--- src/rtl/i2c_pkg.sv ---
// ---------------------------------------------------------------------------
// i2c_pkg
// Shared declarations for the oversampled I2C target:
//   - i2c_state_e      : target FSM state encoding
//   - I2C_READ/WRITE   : meaning of the R/W bit in the address byte
//   - I2C_DEFAULT_ADDR : default 7-bit target address (0x5A write / 0x5B read)
//   - shift_bit()      : serial shift helper honouring the wire bit order
//   - wire_bit()       : bit of a byte that goes on the wire next
// ---------------------------------------------------------------------------
package i2c_pkg;

   typedef enum logic [2:0] {
      ST_IDLE,
      ST_ADDR,
      ST_ADDR_ACK,
      ST_RX,
      ST_RX_ACK,
      ST_TX,
      ST_TX_ACK,
      ST_IGNORE
   } i2c_state_e;

   localparam logic       I2C_READ         = 1'b1;
   localparam logic       I2C_WRITE        = 1'b0;
   localparam logic [6:0] I2C_DEFAULT_ADDR = 7'h2D;

   // Shift one wire bit into a byte. With LSB-first order the first wire
   // bit ends up in bit 0 after eight shifts.
   function automatic logic [7:0] shift_bit(input logic [7:0] cur,
                                            input logic       b,
                                            input logic       lsb_first);
      return lsb_first ? {b, cur[7:1]} : {cur[6:0], b};
   endfunction

   // The bit of the shifter that is currently presented on the wire.
   function automatic logic wire_bit(input logic [7:0] cur,
                                     input logic       lsb_first);
      return lsb_first ? cur[0] : cur[7];
   endfunction

endpackage

--- src/rtl/i2c_in_sync.sv ---
// ---------------------------------------------------------------------------
// i2c_in_sync
// Conditions one asynchronous bus line: 2-FF synchronizer (preset to the
// idle-high bus level), optional glitch filter, then an edge register.
// level/rise/fall are all aligned: on the cycle rise or fall pulses, level
// already shows the new value. Pin-to-edge latency is 3 clk, plus
// FILTER_LEN when the filter is compiled in.
//
// Optional feature macro: I2C_TARGET_FILTER_EN
//   defined   -> the synchronized value must be seen FILTER_LEN consecutive
//                cycles before it is accepted; shorter pulses vanish.
//   undefined -> synchronizer output feeds the edge register directly.
//
// Ports:
//   clk   in   system clock
//   rst   in   asynchronous active-low reset
//   pin   in   raw bus line
//   level out  conditioned line level
//   rise  out  one-cycle pulse on a conditioned rising edge
//   fall  out  one-cycle pulse on a conditioned falling edge
// ---------------------------------------------------------------------------
module i2c_in_sync
   import i2c_pkg::*;
#(
   parameter int FILTER_LEN = 3
) (
   input  logic clk,
   input  logic rst,
   input  logic pin,
   output logic level,
   output logic rise,
   output logic fall
);

   logic meta_reg;
   logic sync_reg;
   logic clean;
   logic prev_reg;
   logic rise_reg;
   logic fall_reg;

   always_ff @(posedge clk or negedge rst) begin
      if (!rst) begin
         meta_reg <= 1'b1;
         sync_reg <= 1'b1;
      end else begin
         meta_reg <= pin;
         sync_reg <= meta_reg;
      end
   end

`ifdef I2C_TARGET_FILTER_EN
   localparam int CNT_W = $clog2(FILTER_LEN + 1);

   logic             filt_reg;
   logic [CNT_W-1:0] cnt_reg;

   // cnt_reg counts consecutive samples that disagree with the accepted
   // level; any agreeing sample restarts the count.
   always_ff @(posedge clk or negedge rst) begin
      if (!rst) begin
         filt_reg <= 1'b1;
         cnt_reg  <= '0;
      end else if (sync_reg == filt_reg) begin
         cnt_reg  <= '0;
      end else if (cnt_reg == CNT_W'(FILTER_LEN - 1)) begin
         filt_reg <= sync_reg;
         cnt_reg  <= '0;
      end else begin
         cnt_reg  <= cnt_reg + CNT_W'(1);
      end
   end

   assign clean = filt_reg;
`else
   logic unused_filter_len;
   assign unused_filter_len = (FILTER_LEN > 0);
   assign clean = sync_reg;
`endif

   always_ff @(posedge clk or negedge rst) begin
      if (!rst) begin
         prev_reg <= 1'b1;
         rise_reg <= 1'b0;
         fall_reg <= 1'b0;
      end else begin
         prev_reg <= clean;
         rise_reg <= clean & ~prev_reg;
         fall_reg <= ~clean & prev_reg;
      end
   end

   assign level = prev_reg;
   assign rise  = rise_reg;
   assign fall  = fall_reg;

endmodule

--- src/rtl/i2c_target.sv ---
// ---------------------------------------------------------------------------
// i2c_target
// Oversampled I2C target. SCL and SDA are sampled by clk (never used as a
// clock), START/STOP are detected, a 7-bit address is matched, and bytes
// are exchanged with a parallel byte interface.
//
// Optional feature macro: I2C_TARGET_FILTER_EN (input glitch filter of
// FILTER_LEN samples inside i2c_in_sync).
//
// Ports:
//   clk       in   system clock
//   rst       in   asynchronous active-low reset
//   scl       in   serial clock from the master
//   sda_in    in   serial data from the master
//   sda_out   out  serial data to the master (1 = released, 0 = pull low)
//   rx_data   out  [7:0] last byte written by the master
//   rx_valid  out  one-cycle pulse when rx_data updates
//   tx_data   in   [7:0] byte returned on a read, captured while tx_load=1
//   tx_load   out  one-cycle pulse; tx_data is captured at the end of it
//   busy      out  high from an address match until START or STOP
//   nack_seen out  one-cycle pulse when the master NACKs a read byte
// ---------------------------------------------------------------------------
module i2c_target
   import i2c_pkg::*;
#(
   parameter logic [6:0] ADDR       = I2C_DEFAULT_ADDR,
   parameter bit         LSB_FIRST  = 1'b1,
   parameter int         FILTER_LEN = 3
) (
   input  logic       clk,
   input  logic       rst,
   input  logic       scl,
   input  logic       sda_in,
   output logic       sda_out,
   output logic [7:0] rx_data,
   output logic       rx_valid,
   input  logic [7:0] tx_data,
   output logic       tx_load,
   output logic       busy,
   output logic       nack_seen
);

   logic scl_lvl, scl_rise, scl_fall;
   logic sda_lvl, sda_rise, sda_fall;

   i2c_in_sync #(.FILTER_LEN(FILTER_LEN)) u_scl_sync (
      .clk   (clk),
      .rst   (rst),
      .pin   (scl),
      .level (scl_lvl),
      .rise  (scl_rise),
      .fall  (scl_fall)
   );

   i2c_in_sync #(.FILTER_LEN(FILTER_LEN)) u_sda_sync (
      .clk   (clk),
      .rst   (rst),
      .pin   (sda_in),
      .level (sda_lvl),
      .rise  (sda_rise),
      .fall  (sda_fall)
   );

   // Both lines share the same conditioning latency, so scl_lvl is the SCL
   // level at the moment the SDA edge happened.
   logic start_cond;
   logic stop_cond;
   assign start_cond = sda_fall & scl_lvl;
   assign stop_cond  = sda_rise & scl_lvl;

   i2c_state_e state_reg,     state_next;
   logic [2:0] bit_cnt_reg,   bit_cnt_next;
   logic [7:0] shift_reg,     shift_next;
   logic       rw_reg,        rw_next;
   logic       sda_out_reg,   sda_out_next;
   logic [7:0] rx_data_reg,   rx_data_next;
   logic       rx_valid_reg,  rx_valid_next;
   logic       busy_reg,      busy_next;
   logic       nack_reg,      nack_next;
   logic       load_now;
   logic [7:0] shifted;

   assign shifted = shift_bit(shift_reg, sda_lvl, LSB_FIRST);

   always_ff @(posedge clk or negedge rst) begin
      if (!rst) begin
         state_reg    <= ST_IDLE;
         bit_cnt_reg  <= 3'd0;
         shift_reg    <= 8'h00;
         rw_reg       <= I2C_WRITE;
         sda_out_reg  <= 1'b1;
         rx_data_reg  <= 8'h00;
         rx_valid_reg <= 1'b0;
         busy_reg     <= 1'b0;
         nack_reg     <= 1'b0;
      end else begin
         state_reg    <= state_next;
         bit_cnt_reg  <= bit_cnt_next;
         shift_reg    <= shift_next;
         rw_reg       <= rw_next;
         sda_out_reg  <= sda_out_next;
         rx_data_reg  <= rx_data_next;
         rx_valid_reg <= rx_valid_next;
         busy_reg     <= busy_next;
         nack_reg     <= nack_next;
      end
   end

   // sda_out_next is only changed on scl_fall (or by START/STOP/IGNORE,
   // which only ever release), so the line moves one clk after the fall.
   // In the ACK states sda_out_reg doubles as the "ACK already driven"
   // marker: the first fall pulls low, the second fall ends the ACK.
   always_comb begin
      state_next    = state_reg;
      bit_cnt_next  = bit_cnt_reg;
      shift_next    = shift_reg;
      rw_next       = rw_reg;
      sda_out_next  = sda_out_reg;
      rx_data_next  = rx_data_reg;
      rx_valid_next = 1'b0;
      busy_next     = busy_reg;
      nack_next     = 1'b0;
      load_now      = 1'b0;

      if (start_cond) begin
         state_next   = ST_ADDR;
         bit_cnt_next = 3'd0;
         sda_out_next = 1'b1;
         busy_next    = 1'b0;
      end else if (stop_cond) begin
         state_next   = ST_IDLE;
         bit_cnt_next = 3'd0;
         sda_out_next = 1'b1;
         busy_next    = 1'b0;
      end else begin
         case (state_reg)
            ST_IDLE: begin
               sda_out_next = 1'b1;
            end

            ST_ADDR: begin
               if (scl_rise) begin
                  shift_next   = shifted;
                  bit_cnt_next = bit_cnt_reg + 3'd1;
                  if (bit_cnt_reg == 3'd7) begin
                     if (shifted[7:1] == ADDR) begin
                        state_next = ST_ADDR_ACK;
                        rw_next    = shifted[0];
                        busy_next  = 1'b1;
                     end else begin
                        state_next = ST_IGNORE;
                     end
                  end
               end
            end

            ST_ADDR_ACK: begin
               if (scl_fall) begin
                  if (sda_out_reg) begin
                     sda_out_next = 1'b0;
                  end else if (rw_reg == I2C_WRITE) begin
                     sda_out_next = 1'b1;
                     state_next   = ST_RX;
                  end else begin
                     // The fall that ends the ACK is also the one that
                     // presents the first data bit, so load and drive now.
                     load_now     = 1'b1;
                     shift_next   = tx_data;
                     sda_out_next = wire_bit(tx_data, LSB_FIRST);
                     state_next   = ST_TX;
                  end
               end
            end

            ST_RX: begin
               if (scl_rise) begin
                  shift_next   = shifted;
                  bit_cnt_next = bit_cnt_reg + 3'd1;
                  if (bit_cnt_reg == 3'd7) begin
                     rx_data_next  = shifted;
                     rx_valid_next = 1'b1;
                     state_next    = ST_RX_ACK;
                  end
               end
            end

            ST_RX_ACK: begin
               if (scl_fall) begin
                  if (sda_out_reg) begin
                     sda_out_next = 1'b0;
                  end else begin
                     sda_out_next = 1'b1;
                     state_next   = ST_RX;
                  end
               end
            end

            ST_TX: begin
               // The shifter advances on each rise so the next fall always
               // presents wire_bit(shift_reg).
               if (scl_fall) begin
                  sda_out_next = wire_bit(shift_reg, LSB_FIRST);
               end else if (scl_rise) begin
                  shift_next   = shift_bit(shift_reg, 1'b0, LSB_FIRST);
                  bit_cnt_next = bit_cnt_reg + 3'd1;
                  if (bit_cnt_reg == 3'd7) begin
                     state_next = ST_TX_ACK;
                  end
               end
            end

            ST_TX_ACK: begin
               if (scl_fall) begin
                  sda_out_next = 1'b1;
               end else if (scl_rise) begin
                  if (!sda_lvl) begin
                     load_now   = 1'b1;
                     shift_next = tx_data;
                     state_next = ST_TX;
                  end else begin
                     nack_next  = 1'b1;
                     state_next = ST_IGNORE;
                  end
               end
            end

            ST_IGNORE: begin
               sda_out_next = 1'b1;
            end

            default: begin
               state_next   = ST_IDLE;
               sda_out_next = 1'b1;
            end
         endcase
      end
   end

   assign sda_out   = sda_out_reg;
   assign rx_data   = rx_data_reg;
   assign rx_valid  = rx_valid_reg;
   assign tx_load   = load_now;
   assign busy      = busy_reg;
   assign nack_seen = nack_reg;

endmodule

--- config.mk ---
export PLATFORM = sky130hd
export DESIGN_NAME = i2c_target
export DESIGN_NICKNAME = d
export VERILOG_FILES = /design/src/rtl/i2c_pkg.sv /design/src/rtl/i2c_in_sync.sv /design/src/rtl/i2c_target.sv
export SDC_FILE = /design/constraint.sdc
export NUM_CORES = 1
export LEC_CHECK = 0
export BUFFER_PORTS_ARGS = -buffer_cell sky130_fd_sc_hd__buf_2
export CAP_MARGIN = 25
export CORE_UTILIZATION = 35
export CTS_BUF_LIST = sky130_fd_sc_hd__clkbuf_8
export CTS_CLUSTER_SIZE = 8
export DETAILED_ROUTE_END_ITERATION = 6
export GPL_ROUTABILITY_DRIVEN = 0
export PLACE_DENSITY = 0.53
export SLEW_MARGIN = 20
export SYNTH_ARGS = -nofsm -noshare
export SYNTH_HDL_FRONTEND = slang
export SYNTH_HIERARCHICAL = 1
export SYNTH_SLANG_ARGS = --single-unit
export TNS_END_PERCENT = 100
--- constraint.sdc ---
create_clock -name clk -period 2.6 [get_ports clk]
set_input_delay 0.13 -clock clk [delete_from_list [all_inputs] [get_ports clk]]
set_output_delay 0.13 -clock clk [all_outputs]
set_load 0.01 [all_outputs]
# Word-level counts from Yosys, hierarchy flattened
# Index checks and enable logic that the tools add are counted.
classes:
  n_bitwise: 12
  n_mux: 70
  reduce_logical: 18
  addsub: 1
  n_eq_ne: 33
op_table:
  columns: ["cell", "count"]
  rows:
  - ["8-bit 2-to-1 mux", 9]
  - ["3-bit 2-to-1 mux", 21]
  - ["1-bit 2-to-1 mux", 34]
  - ["4-bit by 3-bit inequality test with 1-bit output (second input constant)", 8]
  - ["8-bit case mux with 4 select lines", 1]
  - ["4-bit inequality test (second input constant)", 7]
  - ["3-bit case mux with 6 select lines", 1]
  - ["3-bit == test (second input constant)", 5]
  - ["14-bit AND reduction", 1]
  - ["12-bit AND reduction", 1]
  - ["3-bit nonzero test", 4]
  - ["2-bit inequality test (second input constant)", 5]
  - ["5-bit AND reduction", 2]
  - ["2-bit by 1-bit inequality test with 1-bit output (second input constant)", 4]
  - ["4-bit nonzero test", 2]
  - ["8-bit nonzero test", 1]
  - ["7-bit by 6-bit == test with 1-bit output (second input constant)", 1]
  - ["7-bit nonzero test", 1]
  - ["1-bit AND", 6]
  - ["3-bit by 2-bit == test with 1-bit output (second input constant)", 2]
  - ["1-bit inverter", 6]
  - ["3-bit case mux with 2 select lines", 1]
  - ["6-bit AND reduction", 1]
  - ["1-bit case mux with 5 select lines", 1]
  - ["other kinds (8)", 9]
word_totals:
  input_bits: 12
  out_inout_bits: 13
  word_cells: 153
  reg_bits: 37

# Longest topological paths before layout
# Gate-level depths: netlist of run 1.
logic_depth:
  depth_word: 7
  ltp_mapped: 7
  depth_no_buf: 6

# Hierarchy
# Netlist of run 1, hierarchy kept.
by_module_without_submodules:
  columns: ["module", "instances", "seq_area_each_um2", "cells_each", "area_each_um2"]
  rows:
  - ["i2c_target", 1, 676.9, 132, 1541.5]
  - ["i2c_in_sync", 2, 128.9, 7, 143.9]

# Worst setup path before layout of run 1
# No wires, ideal clock.
synth_path:
  kind: "reg2reg"
  startpoint: "reg bit_cnt_reg[0]"
  endpoint: "reg rx_data_reg[0] (netlist: rx_data[0])"
  stages_incl_launch_ff: 8
  n_path_buf: 1
  setup_slack_ns: 0.921
  period_less_slack_ns: 1.679
  arrival_time_ns: 1.551
  required_time_ns: 2.472
  setup_ns: 0.128
  path_cell_list: "dfrtp_1 ha_1 ha_1 and3_1 nand2_1 nor3b_1 buf_4 mux2_1"
synth_between:
  elab_chain_cells: 2
synth_lines:
  columns: ["element", "line", "rtl"]
  rows:
  - ["start, declared", "i2c_target.sv:72", "logic [2:0] bit_cnt_reg, bit_cnt_next;"]
  - ["start signal, assigned", "i2c_target.sv:98", "bit_cnt_reg <= bit_cnt_next;"]
  - ["3-bit == test", "i2c_target.sv:179", "if (bit_cnt_reg == 3'd7) begin"]
  - ["5-bit AND reduction (no line)", null, null]
  - ["end signal, assigned", "i2c_target.sv:102", "rx_data_reg <= rx_data_next;"]
  - ["end, declared", "i2c_target.sv:76", "logic [7:0] rx_data_reg, rx_data_next;"]
# No other way between the ends.
# A chain may end at the register's enable or synchronous reset.

# Worst setup path after layout of run 1
layout_path:
  startpoint: "reg state_reg[2]"
  endpoint: "reg shift_reg[4]"
layout_between:
  elab_chain_cells: 4
  elab_cells_between_ends: 18
  cone_classes: "eq/ne (14); mux (1); reduce/logical (3)"
layout_lines:
  columns: ["element", "line", "rtl"]
  rows:
  - ["start, declared", "i2c_target.sv:71", "i2c_state_e state_reg, state_next;"]
  - ["start signal, assigned", "i2c_target.sv:97", "state_reg <= state_next;"]
  - ["3-bit by 2-bit == test with 1-bit output / 3-bit by 1-bit == test with 1-bit output (equally long branches)", "i2c_target.sv:136", "case (state_reg)"]
  - ["2-bit OR reduction (no line)", null, null]
  - ["2-bit by 1-bit inequality test with 1-bit output (no line) / 4-bit nonzero test (equally long branches)", null, null]
  - ["12-bit AND reduction (no line)", null, null]
  - ["end signal, assigned", "i2c_target.sv:99", "shift_reg <= shift_next;"]
  - ["end, declared", "i2c_target.sv:73", "logic [7:0] shift_reg, shift_next;"]
# Several ways; a longest one is shown, not always the timed one.

==> results of run 1 <==
-- cell type report --
cell class / instances / area, um^2 / area share, %
Tap cell: 67 / 83.8 / 3.99
Clock inverter: 3 / 17.5 / 0.833
Clock buffer: 5 / 68.8 / 3.27
Sequential cell: 37 / 935 / 44.4
Inverter: 5 / 18.8 / 0.892
Timing Repair Buffer: 29 / 165 / 7.85
Multi-Input combinational cell: 95 / 815 / 38.7
-- worst max-delay path: cells and delay by family (launching register included) --
| family | cells | cell delay, ns |
|---|---|---|
| compound gates | 2 | 0.68 |
| flops | 1 | 0.61 |
| simple gates | 1 | 0.32 |
| mux | 1 | 0.34 |
-- cell usage in the layout (no fill, tap or decap), types with 2 or more instances in the layout --
| master | instances |
|---|---|
| nand2_1 | 6 |
| nor2_1 | 8 |
| dfstp_2 | 7 |
| ha_1 | 2 |
| a22oi_1 | 3 |
| nor2b_1 | 2 |
| o21ai_1 | 2 |
| buf_2 | 24 |
| xor2_1 | 2 |
| inv_1 | 5 |
| nand2b_1 | 2 |
| o21a_1 | 2 |
| clkbuf_8 | 5 |
| mux2_4 | 9 |
| nor3b_1 | 3 |
| nand3_1 | 3 |
| buf_4 | 2 |
| o21ai_0 | 3 |
| dfrtp_1 | 30 |
| mux2i_1 | 3 |
| clkinv_2 | 2 |
| dlygate4sd3_1 | 3 |
| and2b_2 | 2 |
| mux2_1 | 9 |
| and3_1 | 2 |
| a211oi_1 | 3 |
| a31oi_1 | 2 |
| mux2_2 | 7 |
-- cell usage after synthesis (3+ instances only) --
library cell,instances
a211oi_1,3
a22oi_1,3
buf_2,4
dfrtp_1,30
dfstp_2,7
inv_1,5
mux2_1,9
mux2_2,7
mux2_4,9
mux2i_1,3
nand2_1,6
nand3_1,3
nor2_1,8
nor3b_1,3
o21ai_0,3
-- power groups by stage --
stage	logic [uW]	clock network (uW)	registers, uW
2_1_floorplan	701	0	783
3_3_place_gp	642	0	905
3_5_place_dp	656	0	915
4_1_cts	665	402	905
5_1_grt	729	429	938
6_report	658	392	906
-- final timing paths --
path / start / endpoint / cells after the start
max: state_reg[2]$_DFFE_PN0P_ / shift_reg[4]$_DFFE_PN0P_ / 4
min: tx_data[2] / shift_reg[2]$_DFFE_PN0P_ / 3
max reg2reg: state_reg[2]$_DFFE_PN0P_ / shift_reg[4]$_DFFE_PN0P_ / 4
min reg2reg: u_scl_sync/meta_reg$_DFF_PN1_ / u_scl_sync/clean$_DFF_PN1_ / 0
max in group asynchronous: rst / state_reg[2]$_DFFE_PN0P_ / 2
min in group asynchronous: rst / rx_data[1]$_DFFE_PN0P_ / 2
-- stage by stage --
stage	hold slack, ns	cells	total power (uW)	utilization (%)	setup slack, ns
global placement	0.236	230	1550	40.7	0.603
finish	0.203	241	1960	43.1	0.522
CTS	0.196	241	1970	43.1	0.524
floorplan	-0.166	146	1480	-	0.921
global route	0.200	241	2100	43.1	0.394
detailed placement	0.236	230	1570	40.7	0.537
-- what timing repair did --
action | in CTS | in global routing
hold endpoints to repair | 32 | 0
hold buffers | 3 | 0
endpoints found under the setup margin | 0 | 0
-- routing by layer --
metal | track usage, % | part of all wire (%)
met5 | 0 | 0
met4 | 5.87 | 0.81
met3 | 3.25 | 2.8
met2 | 22.3 | 46
met1 | 20.1 | 50
-- kinds of logic (layout without fill, tap and decap cells) --
family | count (synthesis) | in the layout | share of synthesized area (%)
DFF | 37 | 37 | 51.1
and+or+nand+nor | 35 | 35 | 11.0
AOI/OAI and AO/OA | 28 | 28 | 12.3
muxes | 28 | 28 | 18.9
buffers and inverters | 14 | 42 | 4.38
adders and majority gates | 2 | 2 | 1.37
xor gates and xnor gates | 2 | 2 | 0.958
==> results.json, run 1 <==
{
  "clk_latency_ns": 0.29,
  "cp_cell_sequence": "nand4bb_1, a21boi_1, o2111a_1, mux2_4",
  "antenna_found_initial": 0,
  "critPathSlowestCell": "dfrtp_1",
  "port_buffers": 24,
  "netlist_area_mm2": 0.00183,
  "layout-drive-gt1-share_pct": 35.6,
  "netlist-cell-type-count": 47,
  "status": "finished, final reports clean",
  "fin_setup_tns_ns": 0,
  "vias": 1213,
  "drt_iter0_drc": 85,
  "hold_class": "in -> reg",
  "crit_type": "reg -> reg",
  "switching_share_pct": 34.2,
  "clock-sinks": 37,
  "power_switching_uw": 669,
  "end_kind": "flip-flop",
  "synth-seq-cells": 37,
  "grt_pass1_wl_um": 6020,
  "grt.total_usage_pct": 14.6,
  "power_frac_seq_pct": 46.3,
  "rrSetupSlack_ns": 0.52,
  "cts_root_buffer": "clkbuf_8",
  "worst-endpoint-required_ns": 2.77,
  "remaining_drc_errors": 0,
  "fp.dieW_um": 74.3,
  "die_area_mm2": 0.00552,
  "viasPerCell": 5.03,
  "syn_to_final_growth_pct": 15.0,
  "hold_viol_final": 0,
  "insertedDiodeCount": 0,
  "power_density_mw_per_mm2": 930,
  "drtAntennaViolNets": 0,
  "p_leak_uw": 0.00101,
  "slew_violations": 0,
  "yosysSeqAreaShare_pct": 51.1,
  "dpl_cell_area_mm2": 0.00199,
  "post-cts-setup-buffers": 0,
  "core_area_mm2": 0.00488,
  "finClkSkew_ns": 0.00862,
  "synth_top_area_share_pct": 41.0,
  "tritoncts": "done",
  "yosys_warnings": 6,
  "nFillCells": 485,
  "power.clock.fraction_pct": 20.0,
  "synth_cells": 146,
  "ys_async_sr_fraction_pct": 100,
  "synth_nets": 160,
  "clk_pin_slew_ns": 0.08,
  "first_global_vias": 1261,
  "synth.avg_cell_area_um2": 12.5,
  "wl_per_cell_um": 14.4,
  "cts_resized": 0,
  "die_h_um": 74.3,
  "fin_nets": 187,
  "clock.fmax_ghz": 0.481,
  "cp.arrival_ns": 2.25,
  "critPathMaxFanout": 19,
  "worst_setup_path_start_kind": "flip-flop",
  "ir_drop_uv": 377,
  "htree_num_levels": 2,
  "cts_buffer_depth": 2,
  "yosys-top-cells-area": "dfrtp_1, dfstp_2, mux2_4",
  "dr.pass1.iters": 4,
  "cts_buffers": 5,
  "setup_viol": 0,
  "yosysTopAreaCell": "dfrtp_1",
  "maxCapViolations": 0,
  "routed_wl_um": 3470,
  "comb_power_share_pct": 33.6,
  "num_rows": 25,
  "relSlewSlack_pct": 46.5,
  "tightestPinTransition_ns": 0.802,
  "grt_max_degree": 38,
  "fin_crit_sh_pct": 79.9,
  "io_pins": 25,
  "p_int_uw": 1290,
  "layout_min_cycle_time_ns": 2.08,
  "rsz0062_at_grt": "no",
  "hpwl_um": 2430,
  "start_util_pct": 37.5,
  "slowest_delay_ns": 0.61,
  "grt_overflow": 0,
  "synth_flop_cell": "dfrtp_1",
  "final_cell_area_mm2": 0.00210,
  "synth_edf_count": 0
}
Note: power is estimated with default switching activity, not from simulation.
==> run 2: changes to the inputs <==
--- a/config.mk
+++ b/config.mk
@@ -12,7 +12,7 @@
 export CTS_CLUSTER_SIZE = 8
 export DETAILED_ROUTE_END_ITERATION = 6
 export GPL_ROUTABILITY_DRIVEN = 0
-export PLACE_DENSITY = 0.53
+export PLACE_DENSITY = 0.55
 export SLEW_MARGIN = 20
 export SYNTH_ARGS = -nofsm -noshare
 export SYNTH_HDL_FRONTEND = slang
==> constraint.sdc (replaced) <==
create_clock -name clk -period 1.76 [get_ports clk]
set_input_delay 0.088 -clock clk [delete_from_list [all_inputs] [get_ports clk]]
set_output_delay 0.088 -clock clk [all_outputs]
set_load 0.01 [all_outputs]
==> run 2 against run 1 <==
Compared with the run above: worst hold slack worse by 0.044 ns; final cell count is 8.3% higher; global-route usage is 1.8 points higher; total power is 74% higher; highest routed layer unchanged; critical endpoint is now rx_data[7]$_DFFE_PN0P_; largest power group is now combinational cells; the run now ends with negative setup slack left; critical path type unchanged; combinational power is 120% higher; via count is 7.7% higher.
==> results.json, run 2 (synthesized netlist as in run 1, its figures left out) <==
{
  "p_int_uw": 2320,
  "die_h_um": 74.3,
  "tritoncts": "done",
  "worst-endpoint-required_ns": 1.93,
  "slew_violations": 0,
  "rsz0062_at_grt": "yes",
  "finClkSkew_ns": 0.00272,
  "remaining_drc_errors": 0,
  "fin_setup_tns_ns": -0.111,
  "core_area_mm2": 0.00488,
  "clock.fmax_ghz": 0.560,
  "antenna_found_initial": 0,
  "port_buffers": 24,
  "setup_viol": 8,
  "layout-drive-gt1-share_pct": 46.9,
  "routed_wl_um": 3970,
  "fin_crit_sh_pct": 101,
  "worst_setup_path_start_kind": "flip-flop",
  "worstHoldStart": "tx_data[4]",
  "fin_nets": 207,
  "grt_overflow": 0,
  "syn_to_final_growth_pct": 30.0,
  "crit_type": "reg -> reg",
  "grt.total_usage_pct": 16.4,
  "cts_buffers": 5,
  "r2r_cells": 7,
  "clock-sinks": 37,
  "die_area_mm2": 0.00552,
  "hold_viol_final": 0,
  "switching_share_pct": 31.9,
  "power_switching_uw": 1090,
  "htree_num_levels": 2,
  "viasPerCell": 5.00,
  "dpl_worst_slack_ns": -0.180,
  "hold_depth": 3,
  "mostFrequentLayoutCells": "dfrtp_1, buf_2, buf_4, mux2_4, nor2_1",
  "hpwl_um": 2860,
  "wl_per_cell_um": 15.2,
  "num_rows": 25,
  "grt_pass1_wl_um": 6660,
  "status": "finished with violations",
  "dr.pass1.iters": 4,
  "vias": 1306,
  "worst_slack_ns": -0.0264,
  "hold_class": "in -> reg",
  "rr_startpoint": "bit_cnt_reg[0]$_DFFE_PN0P_",
  "grt_max_degree": 38,
  "start_util_pct": 37.5,
  "end_kind": "flip-flop",
  "relSlewSlack_pct": 45.7,
  "ir_drop_uv": 780,
  "first_global_vias": 1366,
  "critPathMaxFanout": 3,
  "power.clock.fraction_pct": 21.0,
  "io_pins": 25,
  "drt_iter0_drc": 78,
  "tightestPinTransition_ns": 0.815,
  "power_density_mw_per_mm2": 1440,
  "fp.dieW_um": 74.3,
  "drtAntennaViolNets": 0,
  "maxCapViolations": 0,
  "cp.arrival_ns": 1.95,
  "final_common_cell": "dfrtp_1",
  "cts_root_buffer": "clkbuf_8",
  "hold_slack_ns": 0.159,
  "cts_buffer_depth": 2,
  "power_frac_seq_pct": 36.5,
  "layout_min_cycle_time_ns": 1.79,
  "violations": "negative setup slack",
  "clk_latency_ns": 0.28,
  "comb_power_share_pct": 42.5,
  "clk_pin_slew_ns": 0.07,
  "insertedDiodeCount": 0,
  "min_to": "shift_reg[4]$_DFFE_PN0P_",
  "p_leak_uw": 0.00115,
  "r2r-end": "rx_data[7]$_DFFE_PN0P_",
  "rrSetupSlack_ns": -0.03
}
run 2: changes by cell type in the layout (fill, tap and decap cells not counted), sizes merged:
cell	delta
clkinvlp	-1
clkinv	-1
inv	+1
bufinv	+1
buf	+20
run 2: layer usage:
metal  GRT usage [%]  up-vias  wire (um)
li1                -      624          -
met1            21.7      641       1840
met2            26.5       34       1900
met3            3.52        7        158
met4            5.87        0         63
met5               0        -          0
run 2: worst max-delay path by stage:
| stage | to | startpoint | slack (ns) | cells past startpoint |
|---|---|---|---|---|
| after floorplan | rx_data[0]$_DFFE_PN0P_ | bit_cnt_reg[0]$_DFFE_PN0P_ | 0.08 | 7 |
| after global placement | rx_data[3]$_DFFE_PN0P_ | bit_cnt_reg[0]$_DFFE_PN0P_ | -0.07 | 7 |
| after detailed placement | rx_data[5]$_DFFE_PN0P_ | bit_cnt_reg[0]$_DFFE_PN0P_ | -0.18 | 7 |
| after CTS | rx_data[5]$_DFFE_PN0P_ | bit_cnt_reg[0]$_DFFE_PN0P_ | -0.03 | 7 |
| after global routing | rx_data[7]$_DFFE_PN0P_ | bit_cnt_reg[0]$_DFFE_PN0P_ | -0.06 | 7 |
| final | rx_data[7]$_DFFE_PN0P_ | bit_cnt_reg[0]$_DFFE_PN0P_ | -0.03 | 7 |
run 2: power by group through the flow:
stage / clock, uW / sequential, uW / combinational, uW
2_1_floorplan: 0 / 1160 / 1040
6_report: 716 / 1250 / 1450
4_1_cts: 739 / 1250 / 1410
5_1_grt: 780 / 1270 / 1570
3_5_place_dp: 0 / 1270 / 1360
3_3_place_gp: 0 / 1250 / 1320
run 2: through the flow:
step           power (uW)  instance area (um^2)  std cells  util, %
6_report             3410                  2380        261     48.7
2_1_floorplan        2190                  1830        146        -
5_1_grt              3620                  2380        261     48.7
4_1_cts              3400                  2340        258     47.9
3_5_place_dp         2630                  2130        244     43.6
3_3_place_gp         2580                  2130        244     43.6
run 2: final cells by class:
| cell class | count | area (um^2) |
|---|---|---|
| fill | 470 | 2500 |
| inverter | 5 | 18.8 |
| clock inverter | 3 | 42.5 |
| clock buffer | 5 | 68.8 |
| timing repair buffer | 49 | 357 |
| sequential | 37 | 935 |
| multi-input combinational | 95 | 872 |
| tap | 67 | 83.8 |
run 2: what timing repair did:
item	4_1_cts	5_1_grt
endpoints found under the hold margin	32	0
hold buffers	3	0
gates resized for setup	11	3
setup endpoints to repair	8	10
pin swaps	2	1
setup buffers	3	3
run 2: worst max-delay path: stages, from the launching register on:
cell	delay [ns]
dfrtp_1	0.37
ha_2	0.20
ha_4	0.13
and3_4	0.19
nand2_4	0.06
nor3b_4	0.24
buf_4	0.17
mux2_1	0.32
